$ cat config.mk
export PLATFORM = sky130hd
export DESIGN_NAME = seq_right_shifter
export DESIGN_NICKNAME = d
export VERILOG_FILES = /design/src/rtl/seq_right_shifter.sv
export SDC_FILE = /design/constraint.sdc
export NUM_CORES = 1
export LEC_CHECK = 0
export ABC_AREA = 1
export CORE_ASPECT_RATIO = 0.6
export CORE_MARGIN = 4
export CORE_UTILIZATION = 40
export CTS_CLUSTER_SIZE = 12
export DETAILED_ROUTE_END_ITERATION = 10
export PLACE_DENSITY = 0.73
export REMOVE_ABC_BUFFERS = 1
export SYNTH_ARGS = -nofsm -noshare
export SYNTH_HDL_FRONTEND = slang
export SYNTH_SLANG_ARGS = --single-unit
$ cat constraint.sdc
create_clock -name clk -period 1.9 [get_ports clk]
set_clock_uncertainty 0.05 [all_clocks]
set_input_delay 0.38 -clock clk [delete_from_list [all_inputs] [get_ports clk]]
set_output_delay 0.38 -clock clk [all_outputs]
set_load 0.01 [all_outputs]
$ cat src/rtl/seq_right_shifter.sv
// Purpose : iterative right shifter (SRL/SRA/SRLV/SRAV, byte-to-word index) under a start/busy/done handshake.
// Latency : done pulses shamt+1 cycles after the accepting edge; with SHIFT_STEP4_EN, floor(shamt/4)+shamt%4+1.
// Backpressure: start is sampled only when idle; a start while busy is dropped, never queued.
module seq_right_shifter #(
    parameter int WIDTH   = 32,
    parameter int SHAMT_W = 5
) (
    input  logic               clk,
    input  logic               rst_n,
    input  logic               start,
    input  logic [WIDTH-1:0]   in,
    input  logic [SHAMT_W-1:0] shamt,
    input  logic               arith,
    output logic               busy,
    output logic               done,
    output logic [WIDTH-1:0]   out
);

    typedef enum logic [1:0] {
        IDLE  = 2'd0,
        SHIFT = 2'd1,
        DONE  = 2'd2
    } state_t;

    state_t             state;
    state_t             state_nxt;
    logic [SHAMT_W-1:0] count;
    logic [SHAMT_W-1:0] count_nxt;
    logic               fill;
    logic               fill_nxt;
    logic [WIDTH-1:0]   out_nxt;

    // Next-state and datapath: capture operands when idle, then peel off bits until count runs out.
    always_comb begin
        state_nxt = state;
        count_nxt = count;
        fill_nxt  = fill;
        out_nxt   = out;
        case (state)
            IDLE: begin
                if (start) begin
                    out_nxt   = in;
                    count_nxt = shamt;
                    // Fill bit is frozen from the operand's MSB, not from the shifting register.
                    fill_nxt  = arith & in[WIDTH-1];
                    state_nxt = (shamt == '0) ? DONE : SHIFT;
                end
            end
            SHIFT: begin
`ifdef SHIFT_STEP4_EN
                if (count >= SHAMT_W'(4)) begin
                    out_nxt   = {{4{fill}}, out[WIDTH-1:4]};
                    count_nxt = count - SHAMT_W'(4);
                    if (count == SHAMT_W'(4)) begin
                        state_nxt = DONE;
                    end
                end else begin
                    out_nxt   = {fill, out[WIDTH-1:1]};
                    count_nxt = count - SHAMT_W'(1);
                    if (count == SHAMT_W'(1)) begin
                        state_nxt = DONE;
                    end
                end
`else
                out_nxt   = {fill, out[WIDTH-1:1]};
                count_nxt = count - SHAMT_W'(1);
                if (count == SHAMT_W'(1)) begin
                    state_nxt = DONE;
                end
`endif
            end
            DONE: begin
                state_nxt = IDLE;
            end
            default: begin
                state_nxt = IDLE;
            end
        endcase
    end

    // State and datapath registers; reset aborts any in-flight shift immediately.
    always_ff @(posedge clk or negedge rst_n) begin
        if (!rst_n) begin
            state <= IDLE;
            count <= '0;
            fill  <= 1'b0;
            out   <= '0;
        end else begin
            state <= state_nxt;
            count <= count_nxt;
            fill  <= fill_nxt;
            out   <= out_nxt;
        end
    end

    // Status flags are registered decodes of the next state, so no input reaches them combinationally.
    always_ff @(posedge clk or negedge rst_n) begin
        if (!rst_n) begin
            busy <= 1'b0;
            done <= 1'b0;
        end else begin
            busy <= (state_nxt != IDLE);
            done <= (state_nxt == DONE);
        end
    end

endmodule

==> insert_results.sql <==
INSERT INTO impl_metrics (metric_group, metric, value, unit) VALUES
('critical_path', 'path_cells', 'clkdlybuf4s50_1', ''),
('timing', 'time_the_worst_path_needs_with_i_o_delays_and_setup', '1690', 'ps'),
('logic_synthesis', 'syn-instance-count', '219', ''),
('critical_path', 'cp-start-kind', 'flop', ''),
('route', 'antenna_left', '0', ''),
('logic_synthesis', 'synth.largest_area_cell', 'sky130_fd_sc_hd__dfrtp_1', ''),
('final_layout', 'layout-drive-gt1-share', '7.74', '%'),
('final_layout', 'filler_cell_count', '383', ''),
('cts', 'clock_insertion_delay_worst_skew', '290', 'ps'),
('timing', 'final_hold_viol_count', '5', ''),
('critical_path', 'slack_of_the_worst_reg_to_reg_path', '420', 'ps'),
('floorplan', 'die_w', '97.1', 'µm'),
('logic_synthesis', 'ys_seq_elements', '42', ''),
('logic_synthesis', 'proportion_of_synthesized_chip_area_in_sequential_cells', '55.1', '%'),
('timing', 'timing_worst_slew_pin_value', '502', 'ps'),
('timing', 'rsz_0062_raised_after_global_routing', 'false', ''),
('cts', 'clock_sink_count', '42', ''),
('floorplan', 'fp.dieArea', '5970', 'µm²'),
('cts', 'clock_buffer_count_from_cts', '5', ''),
('outcome', 'status', 'finished with violations', ''),
('logic_synthesis', 'yosys.area_share.adder', '1.31', '%'),
('global_routing', 'grt_remaining_overflow', '0', ''),
('final_layout', 'postLayoutCellArea', '2830', 'µm²'),
('cts', 'postCtsResizedCells', '0', ''),
('logic_synthesis', 'synthDistinctLibCells', '18', ''),
('placement', 'placed_cell_area', '2740', 'µm²'),
('floorplan', 'io-pin-count', '75', ''),
('min_path', 'hold_path.class', 'in2async', ''),
('critical_path', 'path_class', 'reg2out', ''),
('logic_synthesis', 'main_combinational_cell_family_by_area_after_synthesis', 'simple AND/OR/NAND/NOR gates', ''),
('timing', 'hold_slack', '-1.60', 'ps'),
('critical_path', 'worst_r2r_path_depth', '7', ''),
('placement', 'port-buffer-count', '74', ''),
('flow_run', 'maxCapViolCount', '0', ''),
('global_routing', 'pin_count_of_the_biggest_net_entering_global_routing', '24', ''),
('outcome', 'violations', 'negative hold slack', ''),
('route', 'drt_drc', '0', ''),
('cts', 'tritoncts', 'built', ''),
('critical_path', 'critPathMaxFanout', '3', ''),
('logic_synthesis', 'syn-cell-area', '1910', 'µm²'),
('critical_path', 'path_buf_inv', '1', ''),
('power_and_ir_drop', 'total_power', '4.93', 'mW'),
('floorplan', 'floorplan.initialDensity', '41.6', '%'),
('cts', 'cts-root-buf', 'sky130_fd_sc_hd__clkbuf_8', ''),
('timing', 'final.setup.worst_slack', '205', 'ps'),
('floorplan', 'num_rows', '19', ''),
('placement', 'gp_congestion', '0.832', ''),
('floorplan', 'design.core.area', '4590', 'µm²'),
('logic_synthesis', 'synth_top_area_share', '55.1', '%'),
('cts', 'cts-hold-fix-buffers', '0', ''),
('power_and_ir_drop', 'cellPowerDensity', '1740', 'nW/µm²'),
('critical_path', 'worst-endpoint-required', '1470', 'ps'),
('logic_synthesis', 'synthTopCellsByArea', 'sky130_fd_sc_hd__dfrtp_1 (55%), sky130_fd_sc_hd__o22ai_1 (9.2%), sky130_fd_sc_hd__nor3_1 (7.6%)', ''),
('logic_synthesis', 'synth_simple_gate_area_share', '24.2', '%'),
('final_layout', 'ff_latch_area', '1050', 'µm²'),
('critical_path', 'timing.rr.end', 'count[3]', ''),
('final_layout', 'nNetsFinal', '339', ''),
('final_layout', 'diodes', '0', ''),
('power_and_ir_drop', 'peakVddDrop', '655', 'µV'),
('logic_synthesis', 'postSynthAreaPerCell', '8.71', 'µm²'),
('critical_path', 'rr_startpoint', 'state[0]', ''),
('critical_path', 'timing.critical_path.arrival', '1260', 'ps'),
('route', 'wl_per_cell', '14.7', 'µm'),
('power_and_ir_drop', 'cellLeakagePower', '1.20', 'nW'),
('route', 'wl', '5300', 'µm'),
('floorplan', 'dieHeight', '61.5', 'µm'),
('route', 'dr.pass1.iters', '4', ''),
('timing', 'max_freq', '590', 'MHz'),
('timing', 'setup-tns-final', '0', 'ps'),
('cts', 'postCtsSetupRepairBufs', '0', ''),
('timing', 'final-setup-viol-count', '0', '');
## registers in the layout, summed over array words and instances (netlist names)
name / flops
done: 1
count: 5
busy: 1
fill: 1
out: 32
state: 2
## cells in the mapped netlist
| cell type | count |
|---|---|
| sky130_fd_sc_hd__nand2_2 | 3 |
| sky130_fd_sc_hd__inv_1 | 10 |
| sky130_fd_sc_hd__inv_2 | 2 |
| sky130_fd_sc_hd__clkbuf_1 | 1 |
| sky130_fd_sc_hd__o22ai_1 | 28 |
| sky130_fd_sc_hd__ha_1 | 2 |
| sky130_fd_sc_hd__and3_1 | 1 |
| sky130_fd_sc_hd__nor2_1 | 38 |
| sky130_fd_sc_hd__a21oi_1 | 1 |
| sky130_fd_sc_hd__buf_6 | 1 |
| sky130_fd_sc_hd__nand2_1 | 29 |
| sky130_fd_sc_hd__buf_2 | 9 |
| sky130_fd_sc_hd__nand3_1 | 8 |
| sky130_fd_sc_hd__xor2_1 | 1 |
| sky130_fd_sc_hd__nor3_1 | 29 |
| sky130_fd_sc_hd__buf_4 | 2 |
| sky130_fd_sc_hd__o21ai_0 | 12 |
| sky130_fd_sc_hd__dfrtp_1 | 42 |
## worst max-delay path by stage
| stage | slack [ps] | end | startpoint | cells past startpoint |
|---|---|---|---|---|
| floorplan | 200 | count[3] | state[0] | 6 |
| global placement | 270 | out[9] | start | 5 |
| detailed placement | 260 | count[1] | start | 5 |
| CTS | 210 | out[30] | out[30] | 1 |
| global route | 150 | out[9] | out[9] | 1 |
| finish | 210 | out[30] | out[30] | 1 |
## metrics by stage
| stage | utilization [%] | std cells | hold WS (ps) |
|---|---|---|---|
| 3_5_place_dp | 59.7 | 352 | 328 |
| 6_report | 61.8 | 360 | -1.60 |
| 3_3_place_gp | 59.7 | 352 | 325 |
| 2_1_floorplan | - | 206 | 34.4 |
| 4_1_cts | 61.8 | 360 | 8.32 |
| 5_1_grt | 61.8 | 360 | 28.8 |
## placed cells by master, fill, tap and decap left out, types with 3 or more instances in the layout
cell                              synthesis  routed
sky130_fd_sc_hd__inv_1                   10      10
sky130_fd_sc_hd__nor2_1                  38      38
sky130_fd_sc_hd__nand2_1                 29      29
sky130_fd_sc_hd__clkdlybuf4s50_1          0      73
sky130_fd_sc_hd__o22ai_1                 28      28
sky130_fd_sc_hd__nor3_1                  29      29
sky130_fd_sc_hd__o21ai_0                 12      12
sky130_fd_sc_hd__buf_4                    2       7
sky130_fd_sc_hd__clkbuf_8                 0       6
sky130_fd_sc_hd__nand3_1                  8       8
sky130_fd_sc_hd__dfrtp_1                 42      42
sky130_fd_sc_hd__nand2_2                  3       3
## layer usage
layer | track usage, % | share of wire, %
met4 | 3.60 | 0.51
met5 | 0 | 0
met2 | 25.9 | 39
met3 | 6.11 | 10
met1 | 28.7 | 51
## cells by family (layout without fill, tap and decap cells)
kind of cell | count (synthesis) | in the layout
AOI/OAI and AO/OA | 41 | 41
adders and majority gates | 2 | 2
buffers and inverters | 25 | 103
xor gates and xnor gates | 1 | 1
and+or+nand+nor | 108 | 108
DFF | 42 | 42
## layout make-up
type	count	share of cell area, %
Inverter	12	1.59
Timing Repair Buffer	83	29.2
Clock buffer	6	2.91
Clock inverter	2	0.442
Sequential cell	42	37.1
Multi-Input combinational cell	152	26.0
Tap cell	63	2.78
## power breakdown
part / leakage, nW / switching, mW / internal, mW / total, mW
clock: 0.0472 / 0.303 / 0.292 / 0.595
sequential: 0.466 / 0.350 / 1.34 / 1.69
combinational: 0.683 / 1.38 / 1.27 / 2.65
total: 1.20 / 2.03 / 2.91 / 4.93
No activity file was read; power rests on OpenSTA's default activity.
==> RTL change, RTL diff (same flow settings) <==
Make the reset (`rst_n`) synchronous in 2 clocked blocks.
--- a/src/rtl/seq_right_shifter.sv
+++ b/src/rtl/seq_right_shifter.sv
@@ -79,7 +79,7 @@
     end
 
     // State and datapath registers; reset aborts any in-flight shift immediately.
-    always_ff @(posedge clk or negedge rst_n) begin
+    always_ff @(posedge clk) begin
         if (!rst_n) begin
             state <= IDLE;
             count <= '0;
@@ -94,7 +94,7 @@
     end
 
     // Status flags are registered decodes of the next state, so no input reaches them combinationally.
-    always_ff @(posedge clk or negedge rst_n) begin
+    always_ff @(posedge clk) begin
         if (!rst_n) begin
             busy <= 1'b0;
             done <= 1'b0;
Behaviour: differs if rst_n is asserted again (counterexample within 4 cycles, from zero or initial values and one cycle with rst_n low); with rst_n held inactive, the same outputs for 10 cycles.
==> RTL change against the original RTL <==
Sequential cell count stayed put. Worst hold slack better by 0.42 ns. Cell area is 1.1% higher. Via count is 6.2% higher. Synthesized area is 4.4% higher. Wire length is 7.4% higher. Sequential share of layout area is 7.7 points lower. Critical path depth stayed put. Critical endpoint is now out[25]. Setup slack better by 0.023 ns.
Power is not compared: it rests on default switching activity, and its combinational part moved more than twofold at a synthesized area within 25%.
==> RTL change: results (changes against the original RTL) <==
.. list-table::
   :header-rows: 1

   * - Metric
     - Value
   * - Diodes inserted
     - 0 (unchanged)
   * - Global Route Usage Sum
     - 0.1848 (-0.003191)
   * - Reg-to-reg endpoint
     - out[10]$_SDFFE_PN0P_
   * - Number of global-route vias before repair
     - 1864 (+5.1%)
   * - DPL Wire Length
     - 3936 um (+2.0%)
   * - Category of the critical setup timing path
     - reg -> out
   * - Number of unique standard cell types used by synthesis
     - 25 (+7)
   * - Class of the tightest hold or removal check
     - reg -> reg
   * - Gp weighted congestion
     - 0.7925 (-4.8%)
   * - Most instantiated cells after synthesis
     - sky130_fd_sc_hd__dfxtp_1 (42), sky130_fd_sc_hd__nor2_1 (40), sky130_fd_sc_hd__nor3_1 (39), sky130_fd_sc_hd__o21ai_0 (34), sky130_fd_sc_hd__nand2_1 (23)
   * - Via density per instance
     - 5.082 (-1.7%)
   * - Via count
     - 1977 (+6.2%)
   * - Fraction of layout cells with a size suffix above 1
     - 0.1166 (+0.03912)
   * - Critical Path AT
     - 1.24 ns (-0.02 ns)
   * - Status
     - completed
   * - Post-synthesis sequential area ratio
     - 0.4224 (-0.1288)
   * - Number of cells traversed by the worst register-to-register path
     - 5 (-2)
   * - Origin of the critical flop-to-flop path
     - state[0]$_SDFF_PN0_
   * - CTS clock-pin slew for the worst setup and hold paths
     - 0.08 ns (about the same)
   * - Global-route wire length before repair
     - 9321 um (+4.4%)
   * - Mapped Cells
     - 254 (+16%)
   * - Startpoint of the most critical setup path
     - out[25]$_SDFFE_PN0P_
   * - Cell at the root of the clock tree
     - sky130_fd_sc_hd__clkbuf_8
   * - Worst setup path endpoint
     - out[25]
   * - Fmax
     - 598.0 MHz (+1.4%)
   * - Detailed-routing iteration count for the pre-antenna-repair pass
     - 5 (+1)
   * - Routed wire length
     - 5689 um (+7.4%)
   * - Largest net degree at the start of global routing
     - 36 (+50%)
   * - Largest registers
     - out: 32 flops, count: 5 flops, state: 2 flops
   * - Ys async rst share
     - 0 (-1.000)
   * - Place WS
     - 0.1226 ns (-0.1375 ns)
   * - Relative slew slack
     - 0.6741 (+0.008900)
   * - Leading post-synthesis cells by cell area
     - sky130_fd_sc_hd__dfxtp_1 (42%), sky130_fd_sc_hd__nor3_1 (9.8%), sky130_fd_sc_hd__nor3_2 (9.6%)
   * - # nets final
     - 368 (+8.6%)
   * - Clock insertion delay at the later pin of the skew report
     - 0.30 ns
   * - Post-placement cell count
     - 381 (+8.2%)
   * - Drt initial violations
     - 105 (+11%)
   * - Top_reg_cell synth
     - sky130_fd_sc_hd__dfxtp_1
   * - Reg2Reg Setup Slack
     - 0.32 ns (-0.10 ns)
   * - Smallest hold slack
     - 0.4217 ns (+0.4233 ns)
   * - Cell area after placement
     - 2758 sq um (+0.68%)
   * - Startpoint of the tightest hold check path
     - out[0]$_SDFFE_PN0P_
[RTL change: cell count changes in the layout (fill, tap and decap cells not counted), sizes merged, moves of 7 or more]
cell,unedited run,this run
o22ai,28,0
dfrtp,42,0
dfxtp,0,42
nor3,29,58
o21ai,12,35
a21oi,1,8
[RTL change: cells by family (layout without fill, tap and decap cells)]
group | count (synthesis) | in the layout | share of synthesized area
AOI/OAI and AO/OA | 47 | 47 | 0.1232
adders and majority gates | 2 | 2 | 0.01257
DFF | 42 | 42 | 0.4224
buffers and inverters | 29 | 101 | 0.07982
xor gates and xnor gates | 1 | 1 | 0.004401
and+or+nand+nor | 133 | 133 | 0.3576
[RTL change: metal layers]
layer / vias up / track usage / part of all wire
li1: 997 / - / -
met1: 908 / 0.2542 / 0.46
met2: 66 / 0.2559 / 0.43
met3: 6 / 0.08696 / 0.096
met4: 0 / 0.05111 / 0.0095
met5: - / 0 / 0
[RTL change: final cells by class]
type | instances | area [sq um]
clock inverters | 1 | 30.03
clock buffers | 7 | 76.32
multi-input cells | 183 | 991.0
flip-flops and latches | 42 | 840.8
inverters | 13 | 48.80
repair buffers | 80 | 798.3
fillers | 425 | 1819
well taps | 63 | 78.83
[RTL change: worst reg2reg max path, stage by stage (launching register included)]
cell,delay (ns)
sky130_fd_sc_hd__dfxtp_1,0.44
sky130_fd_sc_hd__inv_2,0.05
sky130_fd_sc_hd__nor2_2,0.38
sky130_fd_sc_hd__buf_4,0.31
sky130_fd_sc_hd__nor3_1,0.08
sky130_fd_sc_hd__nor3_1,0.16
[RTL change: power breakdown]
| group | total [W] | switching (W) | internal [W] |
|---|---|---|---|
| Clock | 0.000695 | 0.000302 | 0.000393 |
| Sequential | 0.00105 | 0.0000751 | 0.000980 |
| Combinational | 0.000677 | 0.000336 | 0.000342 |
